$ cat config.mk
export PLATFORM = sky130hd
export DESIGN_NAME = pwm_deadtime
export DESIGN_NICKNAME = d
export VERILOG_FILES = /design/src/rtl/pwm_pkg.sv /design/src/rtl/pwm_dt_phase.sv /design/src/rtl/pwm_deadtime.sv
export SDC_FILE = /design/constraint.sdc
export NUM_CORES = 1
export LEC_CHECK = 0
export CAP_MARGIN = 10
export CORE_MARGIN = 2
export CORE_UTILIZATION = 30
export DETAILED_ROUTE_END_ITERATION = 12
export PLACE_DENSITY_LB_ADDON = 0.3
export SLEW_MARGIN = 10
export SYNTH_ARGS = -nofsm -noshare
export SYNTH_HDL_FRONTEND = slang
export SYNTH_HIERARCHICAL = 1
export SYNTH_SLANG_ARGS = --single-unit
$ cat constraint.sdc
create_clock -name wb_clk_i -period 3 [get_ports wb_clk_i]
set_clock_uncertainty 0.1 [all_clocks]
set_input_delay 0.6 -clock wb_clk_i [delete_from_list [all_inputs] [get_ports wb_clk_i]]
set_output_delay 0.6 -clock wb_clk_i [all_outputs]
set_load 0.01 [all_outputs]
$ cat src/rtl/pwm_pkg.sv
// -----------------------------------------------------------------------------
// pwm_pkg
// Shared definitions for the three-phase dead-time insertion stage:
//   - phase_state_e : per-phase gate-drive FSM states (OFF, DT, HI, LO)
//   - N_PHASE_DEF   : default number of phases
//   - DT_W_DEF      : default width of the dead-time count
//   - MIN_DT        : smallest gap ever inserted, in clock cycles
// -----------------------------------------------------------------------------
package pwm_pkg;

  localparam int N_PHASE_DEF = 3;
  localparam int DT_W_DEF    = 8;
  localparam int MIN_DT      = 1;

  typedef enum logic [1:0] {
    PH_OFF = 2'b00,
    PH_DT  = 2'b01,
    PH_HI  = 2'b10,
    PH_LO  = 2'b11
  } phase_state_e;

endpackage

$ cat src/rtl/pwm_dt_phase.sv
// -----------------------------------------------------------------------------
// pwm_dt_phase
// One phase of the dead-time stage: turns a single high-side PWM reference into
// a non-overlapping high/low gate pair with a programmable both-off gap at
// every transition. Pulses shorter than the gap are swallowed because any
// input change during the gap retargets and restarts the count.
//
// Ports:
//   i_clk    clock
//   i_rst    asynchronous active-high reset
//   i_kill   force OFF on the next edge (enable low or fault)
//   i_pwm    high-side reference for this phase
//   i_dead   dead time in cycles (0 is treated as MIN_DT)
//   o_hi     registered high-side drive
//   o_lo     registered low-side drive
//   o_dt     registered "in dead-time gap" flag
//
// Outputs are registered from the next-state decode, so a reference change
// seen at an edge drops the old side at that same edge and the gate pair can
// never overlap: both drives come from one state register value.
// -----------------------------------------------------------------------------
module pwm_dt_phase
  import pwm_pkg::*;
#(
  parameter int DT_W = DT_W_DEF
) (
  input  logic            i_clk,
  input  logic            i_rst,
  input  logic            i_kill,
  input  logic            i_pwm,
  input  logic [DT_W-1:0] i_dead,
  output logic            o_hi,
  output logic            o_lo,
  output logic            o_dt
);

  phase_state_e    r_state;
  phase_state_e    w_state_nxt;
  logic            r_tgt;
  logic            w_tgt_nxt;
  logic [DT_W-1:0] r_cnt;
  logic [DT_W-1:0] w_cnt_nxt;
  logic [DT_W-1:0] w_dead_ld;
  logic            r_hi;
  logic            r_lo;
  logic            r_dt;

  // Clamp the programmed gap to the minimum so the counter never starts at 0.
  function automatic logic [DT_W-1:0] dead_load(input logic [DT_W-1:0] dead);
    logic [DT_W-1:0] v;
    if (dead < DT_W'(MIN_DT)) begin
      v = DT_W'(MIN_DT);
    end else begin
      v = dead;
    end
    return v;
  endfunction

  assign w_dead_ld = dead_load(i_dead);

  // Next-state, target and counter decode for the phase FSM.
  always_comb begin
    w_state_nxt = r_state;
    w_tgt_nxt   = r_tgt;
    w_cnt_nxt   = r_cnt;
    if (i_kill) begin
      w_state_nxt = PH_OFF;
      w_cnt_nxt   = {DT_W{1'b0}};
    end else begin
      case (r_state)
        PH_OFF: begin
          w_state_nxt = PH_DT;
          w_tgt_nxt   = i_pwm;
          w_cnt_nxt   = w_dead_ld;
        end
        PH_DT: begin
          if (i_pwm != r_tgt) begin
            // Input moved during the gap: follow it and restart the count.
            w_tgt_nxt = i_pwm;
            w_cnt_nxt = w_dead_ld;
          end else if (r_cnt <= DT_W'(MIN_DT)) begin
            w_state_nxt = r_tgt ? PH_HI : PH_LO;
            w_cnt_nxt   = {DT_W{1'b0}};
          end else begin
            w_cnt_nxt = r_cnt - DT_W'(1);
          end
        end
        PH_HI: begin
          if (i_pwm == 1'b0) begin
            w_state_nxt = PH_DT;
            w_tgt_nxt   = 1'b0;
            w_cnt_nxt   = w_dead_ld;
          end else begin
            w_state_nxt = PH_HI;
          end
        end
        PH_LO: begin
          if (i_pwm == 1'b1) begin
            w_state_nxt = PH_DT;
            w_tgt_nxt   = 1'b1;
            w_cnt_nxt   = w_dead_ld;
          end else begin
            w_state_nxt = PH_LO;
          end
        end
        default: begin
          w_state_nxt = PH_OFF;
          w_cnt_nxt   = {DT_W{1'b0}};
        end
      endcase
    end
  end

  // State, counter and registered gate outputs.
  always_ff @(posedge i_clk or posedge i_rst) begin
    if (i_rst) begin
      r_state <= PH_OFF;
      r_tgt   <= 1'b0;
      r_cnt   <= {DT_W{1'b0}};
      r_hi    <= 1'b0;
      r_lo    <= 1'b0;
      r_dt    <= 1'b0;
    end else begin
      r_state <= w_state_nxt;
      r_tgt   <= w_tgt_nxt;
      r_cnt   <= w_cnt_nxt;
      r_hi    <= (w_state_nxt == PH_HI);
      r_lo    <= (w_state_nxt == PH_LO);
      r_dt    <= (w_state_nxt == PH_DT);
    end
  end

  assign o_hi = r_hi;
  assign o_lo = r_lo;
  assign o_dt = r_dt;

endmodule

$ cat src/rtl/pwm_deadtime.sv
// -----------------------------------------------------------------------------
// pwm_deadtime
// Three-phase dead-time insertion stage between the PWM generator and the
// gate-drive pads. Synchronises the pad enable (and, optionally, the pad
// fault), holds the fault latch and instantiates one pwm_dt_phase per phase.
//
// Ports:
//   wb_clk_i       sole clock (shared with the PWM generator)
//   wb_rst_i       asynchronous active-high reset
//   en_i           asynchronous enable from pad (2-flop synchronised)
//   pwm_i          per-phase high-side reference, synchronous to wb_clk_i
//   dead_cycles_i  dead time in cycles (quasi-static, 0 behaves as 1)
//   fault_i        asynchronous active-high fault from pad
//   fault_clr_i    fault clear request
//   hi_o / lo_o    registered per-phase gate drives
//   dt_active_o    registered per-phase "in dead-time gap" flag
//   fault_o        fault latched
//
// Build option: PWM_DT_FAULT_EN. When defined, the fault synchroniser, latch,
// fault_clr_i and fault_o are active. When undefined, fault_i/fault_clr_i are
// ignored, fault_o is 0 and the phases are only killed by enable.
// -----------------------------------------------------------------------------
module pwm_deadtime
  import pwm_pkg::*;
#(
  parameter int DT_W    = DT_W_DEF,
  parameter int N_PHASE = N_PHASE_DEF
) (
  input  logic               wb_clk_i,
  input  logic               wb_rst_i,
  input  logic               en_i,
  input  logic [N_PHASE-1:0] pwm_i,
  input  logic [DT_W-1:0]    dead_cycles_i,
  input  logic               fault_i,
  input  logic               fault_clr_i,
  output logic [N_PHASE-1:0] hi_o,
  output logic [N_PHASE-1:0] lo_o,
  output logic [N_PHASE-1:0] dt_active_o,
  output logic               fault_o
);

  logic r_en_meta;
  logic r_en_sync;
  logic w_fault_term;
  logic w_kill;

  // Two-flop synchroniser for the pad enable.
  always_ff @(posedge wb_clk_i or posedge wb_rst_i) begin
    if (wb_rst_i) begin
      r_en_meta <= 1'b0;
      r_en_sync <= 1'b0;
    end else begin
      r_en_meta <= en_i;
      r_en_sync <= r_en_meta;
    end
  end

`ifdef PWM_DT_FAULT_EN
  logic r_flt_meta;
  logic r_flt_sync;
  logic r_fault;

  // Fault synchroniser and latch; a fresh fault wins over a clear request,
  // and clearing also needs the enable low so drives cannot restart at once.
  always_ff @(posedge wb_clk_i or posedge wb_rst_i) begin
    if (wb_rst_i) begin
      r_flt_meta <= 1'b0;
      r_flt_sync <= 1'b0;
      r_fault    <= 1'b0;
    end else begin
      r_flt_meta <= fault_i;
      r_flt_sync <= r_flt_meta;
      r_fault    <= r_flt_sync |
                    (r_fault & ~(fault_clr_i & ~r_en_sync & ~r_flt_sync));
    end
  end

  // The synchronised fault kills the phases in the same cycle the latch sets.
  assign w_fault_term = r_flt_sync | r_fault;
  assign fault_o      = r_fault;
`else
  logic w_unused_fault;

  assign w_unused_fault = fault_i | fault_clr_i;
  assign w_fault_term   = 1'b0;
  assign fault_o        = 1'b0;
`endif

  assign w_kill = ~r_en_sync | w_fault_term;

  for (genvar g = 0; g < N_PHASE; g++) begin : g_phase
    pwm_dt_phase #(
      .DT_W (DT_W)
    ) u_phase (
      .i_clk  (wb_clk_i),
      .i_rst  (wb_rst_i),
      .i_kill (w_kill),
      .i_pwm  (pwm_i[g]),
      .i_dead (dead_cycles_i),
      .o_hi   (hi_o[g]),
      .o_lo   (lo_o[g]),
      .o_dt   (dt_active_o[g])
    );
  end

endmodule

==> summary.json, run 1 <==
{
  "power_switching_share_pct": 33.4,
  "route.vias.total": 2397,
  "fill_cells": 886,
  "drc_errors": 0,
  "track_usage_pct": 14.4,
  "commonest_non_fill_non_tap_cell_in_the_layout": "dfrtp_1",
  "total_negative_slack_ps": 0,
  "timing.hold.worst_endpoint": "r_en_sync",
  "clock_power_share_pct": 26.1,
  "routed_via_density": 5.67,
  "timing.setup.critical_path_class": "input port to flip-flop",
  "clock_insertion_delay_worst_skew_ps": 310,
  "max-cap-violations": 0,
  "clock_root_buffer": "clkbuf_8",
  "slew_headroom_pct": 55.0,
  "cts-buffers-inserted": 5,
  "rows": 34,
  "fp.dieW_um": 99.9,
  "layout.area.seq_um2": 1100,
  "grt_pass1_vias": 2407,
  "die_area_um2": 9980,
  "h-tree-depth": 2,
  "post_cts_hold_buffer_count": 0,
  "place.port_buffers": 22,
  "hpwl_dp_um": 4700,
  "cts_sinks": 44,
  "cts-root-to-sink-buffers": 2,
  "outcome": "complete, no violations",
  "cts_post_setup_buffers_inserted": 0,
  "cts-resized-gates": 0,
  "route.antenna.remaining_nets": 0,
  "timing.final.max_slew_violations": 0,
  "syn_nets": 312,
  "synth-edff-count": 0,
  "tritoncts_clock_tree": "yes",
  "synth_ff_type": "dfrtp_1",
  "route.detailed.wl_per_inst_um": 15.8,
  "cell_area_after_technology_mapping_um2": 2760,
  "worstSetupStartpointType": "input port",
  "grt-ovfl-total": 0,
  "syn_to_final_growth_pct": 15.7,
  "unrepaired_setup_endpoints_after_global_routing": "false",
  "yosys_top_cell_area_share_pct": 39.9,
  "intPower_mw": 1.01,
  "register_share_of_total_power_pct": 47.5,
  "clock.fmax_mhz": 463,
  "crit-reg2reg-capture": "g_phase[2].u_phase/o_lo",
  "synth_cell_type_count": 54,
  "finish.instance_area_um2": 3190,
  "largest_net_degree_at_the_start_of_global_routing": 20,
  "library_cell_occupying_the_most_area_in_the_post_synthesis_netlist": "dfrtp_1",
  "crit_slowest_cell": "clkdlybuf4s50_1",
  "layout.cells.most_common_list": "44 x dfrtp_1, 22 x clkdlybuf4s50_1, 21 x inv_1",
  "yosys_warnings": 6,
  "holdCritPathClass": "flip-flop to flip-flop",
  "drt_pre_antenna_iters": 4,
  "critical_path_endpoint_category": "flip-flop",
  "power.static_leakage_nw": 1.32,
  "reg2reg_from": "g_phase[2].u_phase/r_cnt[3]",
  "insertedDiodeCount": 0,
  "multi_input_gate_area_in_the_final_layout_um2": 1490,
  "chipHeight_um": 99.9,
  "power.ir.vdd_worst_v": 0.000169,
  "final_hold_viol_count": 0,
  "floorplan.core_area_um2": 8810,
  "crit_fanout": 9,
  "worst_ep_required_time_ps": 3140,
  "grt_pass1_wl_um": 11600,
  "postRouteWirelength_um": 6670,
  "cp_data_arrival_time_ps": 2300,
  "worst_pin_slew_ps": 674,
  "holdCritStartpoint": "r_en_meta",
  "timing.critical_path.cells": "clkdlybuf4s50_1 > inv_1 > a31oi_1 > a32oi_1 > nand3_1",
  "layout_min_cycle_time_ps": 2160,
  "min_period_over_period_pct": 72.0,
  "layout-drive-gt1-share_pct": 12.1,
  "reg2reg_depth": 4,
  "synth-seq-cells": 44,
  "synthesized_area_divided_by_synthesized_cell_count_um2": 9.51,
  "worstHoldPathCells": 0,
  "nets": 336,
  "p_comb_share_pct": 26.4,
  "delay_contributed_by_the_slowest_stage_of_the_critical_path_ps": 700,
  "regToRegSetupSlack_ps": 900,
  "initial_utilization_pct": 31.3,
  "placed_area_um2": 3100,
  "io_pins": 26,
  "pwr_density_cell_nw_per_um2": 477,
  "clock_transition_at_path_regs_ps": 80,
  "synth-seq-area-share_pct": 39.9,
  "count_of_endpoints_failing_setup_in_the_final_report": 0,
  "synthTopCellsByArea": "dfrtp_1 40%, a32oi_1 6.0%, nand3_1 3.4%",
  "gp_routability_congestion": 0.869,
  "synthCells": 290,
  "first_iter_violations": 72,
  "synth-async-reset-ratio_pct": 100,
  "grt_antenna_before_repair": 0,
  "p_sw_mw": 0.509
}
-- per-layer routing --
metal  vias up  track usage, %  share of wire, %
met3         9            2.37               3.6
met5         -               0                 0
met1      1195            19.1                48
li1       1146               -                 -
met4         0            4.74               1.4
met2        47            24.1                47
-- sequential cells by signal, indices dropped and copies added, names as in the netlist --
name	cells
g_phase.u_phase/r_cnt	24
g_phase.u_phase/r_state	6
g_phase.u_phase/o_dt	3
g_phase.u_phase/o_hi	3
g_phase.u_phase/o_lo	3
g_phase.u_phase/r_tgt	3
r_en_meta	1
r_en_sync	1
-- worst max-delay path, delay by kind of cell --
family	cells	cell delay, ps
simple gates	1	130
buf+inv	2	850
compound gates	2	720
-- through the flow --
stage	hold WS (ps)	utilization, %	cells	power [mW]	worst slack (ps)
floorplan	231	-	290	1.02	994
finish	256	36.2	423	1.52	840
global route	284	36.2	423	1.62	684
global placement	236	35.2	415	1.13	542
detailed placement	241	35.2	415	1.13	529
CTS	260	36.2	423	1.54	849
-- logic make-up after synthesis --
family / Yosys count / synth area share [%]
AO/OA/AOI/OAI: 77 / 20.8
AND/OR/NAND/NOR: 115 / 26.7
other: 1 / 0.136
buffers and inverters: 35 / 5.90
XOR/XNOR: 12 / 3.81
flip-flops: 44 / 39.9
adder cells (fa/ha/maj): 6 / 2.72
-- power by group through the flow --
stage	Combinational [mW]	Sequential (mW)	Clock (mW)
2_1_floorplan	0.313	0.711	0
3_3_place_gp	0.394	0.731	0
3_5_place_dp	0.400	0.733	0
4_1_cts	0.403	0.722	0.411
5_1_grt	0.451	0.734	0.436
6_report	0.401	0.723	0.397
-- worst max-delay path by stage --
stage	slack (ps)	cells past startpoint	endpoint	start
finish	840	5	g_phase[1].u_phase/r_cnt[4]	pwm_i[1]
global route	680	5	g_phase[1].u_phase/r_cnt[7]	pwm_i[1]
CTS	850	5	g_phase[1].u_phase/r_cnt[7]	pwm_i[1]
detailed placement	530	5	g_phase[1].u_phase/r_cnt[0]	dead_cycles_i[7]
global placement	540	5	g_phase[1].u_phase/r_cnt[0]	dead_cycles_i[7]
floorplan	990	5	g_phase[1].u_phase/o_dt	g_phase[1].u_phase/r_cnt[3]
-- cell usage after synthesis (3+ instances only) --
master	n
a21oi_1	12
a32oi_1	19
and3b_1	6
buf_2	4
buf_4	3
clkbuf_1	5
dfrtp_1	44
ha_1	6
inv_1	21
nand2_1	17
nand2b_1	5
nand3_1	19
nand3b_1	3
nand4_1	4
nand4b_1	3
nor2_1	11
nor2b_1	3
nor3_1	8
nor3b_1	5
nor4_1	8
o211ai_1	7
o21ai_0	12
o21ai_1	6
o22ai_2	3
or4_4	4
xnor2_1	8
xor2_1	4
-- area by class of cell --
type | instances | area share, %
multi-input cells | 211 | 46.8
clock inverters | 2 | 0.314
flip-flops and latches | 44 | 34.5
inverters | 21 | 2.47
clock buffers | 6 | 2.59
repair buffers | 31 | 9.02
well taps | 108 | 4.24
(Power assumes the default switching activity.)
==> run 2: changes to the inputs <==
==> constraint.sdc (replaced) <==
create_clock -name wb_clk_i -period 1.9 [get_ports wb_clk_i]
set_clock_uncertainty 0.1 [all_clocks]
set_input_delay 0.38 -clock wb_clk_i [delete_from_list [all_inputs] [get_ports wb_clk_i]]
set_output_delay 0.38 -clock wb_clk_i [all_outputs]
set_load 0.01 [all_outputs]
==> summary.json, run 2 (synthesis gave the netlist of run 1 again) <==
{
  "outcome": "finished, violations left",
  "violations": "setup timing",
  "crit_fanout": 6,
  "routed_via_density": 5.41,
  "route.detailed.wl_per_inst_um": 15.5,
  "min_period_over_period_pct": 106,
  "post_cts_hold_buffer_count": 0,
  "setup_ws_ps": -121,
  "drt_pre_antenna_iters": 4,
  "grt_antenna_before_repair": 0,
  "layoutNonFillerInstCount": 462,
  "initial_utilization_pct": 31.3,
  "holdCritPathClass": "input port to async pin",
  "h-tree-depth": 2,
  "cts-root-to-sink-buffers": 2,
  "reg2reg_from": "g_phase[1].u_phase/r_cnt[5]",
  "worstSetupStartpointType": "flip-flop",
  "largest_net_degree_at_the_start_of_global_routing": 23,
  "tritoncts_clock_tree": "yes",
  "total_power_mw": 2.72,
  "clock_transition_at_path_regs_ps": 80,
  "grt_pass1_vias": 2458,
  "biggestRegsByFlops": "g_phase.u_phase/r_cnt x24, g_phase.u_phase/r_state x6",
  "syn_to_final_growth_pct": 30.0,
  "p_sw_mw": 0.861,
  "clock_insertion_delay_worst_skew_ps": 310,
  "worst_pin_slew_ps": 659,
  "postRouteWirelength_um": 7150,
  "clock.fmax_mhz": 495,
  "largest_register_ffs": 24,
  "cp_data_arrival_time_ps": 2150,
  "layout.cells.most_common_list": "45 x buf_4, 43 x dfrtp_1, 22 x clkdlybuf4s50_1",
  "multi_input_gate_area_in_the_final_layout_um2": 1570,
  "layout_min_cycle_time_ps": 2020,
  "regToRegSetupSlack_ps": -120,
  "commonest_non_fill_non_tap_cell_in_the_layout": "buf_4",
  "track_usage_pct": 14.7,
  "nets": 375,
  "slew_headroom_pct": 55.9,
  "pre_cts_ws_ps": -332,
  "io_pins": 26,
  "drc_errors": 0,
  "place.port_buffers": 22,
  "clock_root_buffer": "clkbuf_8",
  "intPower_mw": 1.86,
  "hpwl_dp_um": 5030,
  "route.antenna.remaining_nets": 0,
  "pwr_density_cell_nw_per_um2": 758,
  "power.ir.vdd_worst_v": 0.000375,
  "clock_power_share_pct": 28.3,
  "floorplan.core_area_um2": 8810,
  "max-cap-violations": 0,
  "layout.area.seq_um2": 1100,
  "insertedDiodeCount": 0,
  "chipHeight_um": 99.9,
  "gp_routability_congestion": 0.848,
  "rows": 34,
  "unrepaired_setup_endpoints_after_global_routing": "true",
  "grt_pass1_wl_um": 12000,
  "route.vias.total": 2500,
  "cts-buffers-inserted": 5,
  "count_of_endpoints_failing_setup_in_the_final_report": 11,
  "reg2reg_depth": 4,
  "crit-reg2reg-capture": "g_phase[1].u_phase/o_lo",
  "worst_ep_required_time_ps": 2030,
  "die_area_um2": 9980,
  "grt-ovfl-total": 0,
  "register_share_of_total_power_pct": 41.4,
  "first_iter_violations": 164,
  "holdWs_ps": 238,
  "total_negative_slack_ps": -557,
  "power_switching_share_pct": 31.7,
  "timing.final.max_slew_violations": 0,
  "number_of_placed_cells_counting_well_taps": 449,
  "final_hold_viol_count": 0,
  "p_comb_share_pct": 30.3,
  "fp.dieW_um": 99.9,
  "timing.setup.critical_path_class": "flip-flop to flip-flop",
  "cts_sinks": 44,
  "power.static_leakage_nw": 1.53,
  "critical_path_endpoint_category": "flip-flop",
  "layout-drive-gt1-share_pct": 25.1,
  "regMostFlops": "g_phase.u_phase/r_cnt",
  "fill_cells": 888
}
-- run 2: changes by cell type in the layout (fill, tap and decap cells not counted), sizes merged --
cell	delta
buf	+37
or4	+2
bufinv	+1
clkinv	-1
-- run 2: final cells by class --
type	instances	share of cell area, %
inverters	21	2.20
clock inverters	2	1.08
multi-input cells	213	43.8
flip-flops and latches	44	30.7
well taps	108	3.77
clock buffers	6	2.30
repair buffers	68	16.1
-- run 2: critical path, stage by stage (launching register included) --
cell and delay, ps:
dfrtp_1 390, or4_4 570, or4_4 590, o21ai_2 120, and4b_1 190
-- run 2: power by group through the flow --
stage	Clock, mW	Combinational (mW)	Sequential, mW
global placement	0	0.752	1.13
global route	0.839	0.908	1.14
CTS	0.799	0.787	1.12
floorplan	0	0.493	1.12
finish	0.770	0.823	1.13
detailed placement	0	0.764	1.14
-- run 2: layer usage --
layer | vias to the layer above | track usage [%] | part of all wire, %
met5 | - | 0 | 0
met4 | 0 | 4.00 | 1.2
met3 | 8 | 3.34 | 3.4
met2 | 33 | 23.3 | 48
met1 | 1230 | 20.3 | 47
li1 | 1229 | - | -
-- run 2: repair_timing --
| action | in CTS | in global routing |
|---|---|---|
| resized for setup | 2 | 14 |
| endpoints found under the setup margin | 8 | 26 |
| hold endpoints to repair | 0 | 0 |
| buffers inserted | 2 | 1 |
| pin swaps | 4 | 10 |
| gates cloned | 1 | 1 |
-- run 2: how the worst max path moves through the flow --
| stage | start | endpoint | cells after the start |
|---|---|---|---|
| global route | g_phase[1].u_phase/r_cnt[5] | g_phase[1].u_phase/o_lo | 4 |
| finish | g_phase[1].u_phase/r_cnt[5] | g_phase[1].u_phase/o_lo | 4 |
| CTS | g_phase[1].u_phase/r_cnt[3] | g_phase[1].u_phase/o_lo | 4 |
| global placement | pwm_i[1] | g_phase[1].u_phase/r_cnt[5] | 5 |
| detailed placement | pwm_i[2] | g_phase[2].u_phase/r_cnt[3] | 6 |
| floorplan | g_phase[1].u_phase/r_cnt[4] | g_phase[1].u_phase/o_dt | 5 |
-- run 2: through the flow --
stage | util, % | instance area (um2)
after floorplan | - | 2760
after global placement | 38.2 | 3360
after detailed placement | 38.2 | 3360
after CTS | 40.0 | 3520
after global routing | 40.7 | 3590
final | 40.7 | 3590
==> run 3: changes to the inputs <==
--- a/config.mk
+++ b/config.mk
@@ -5,7 +5,6 @@
 export SDC_FILE = /design/constraint.sdc
 export NUM_CORES = 1
 export LEC_CHECK = 0
-export CAP_MARGIN = 10
 export CORE_MARGIN = 2
 export CORE_UTILIZATION = 30
 export DETAILED_ROUTE_END_ITERATION = 12
==> results of run 3 <==
The final DEF is identical to that of run 2; final timing and power are the same.
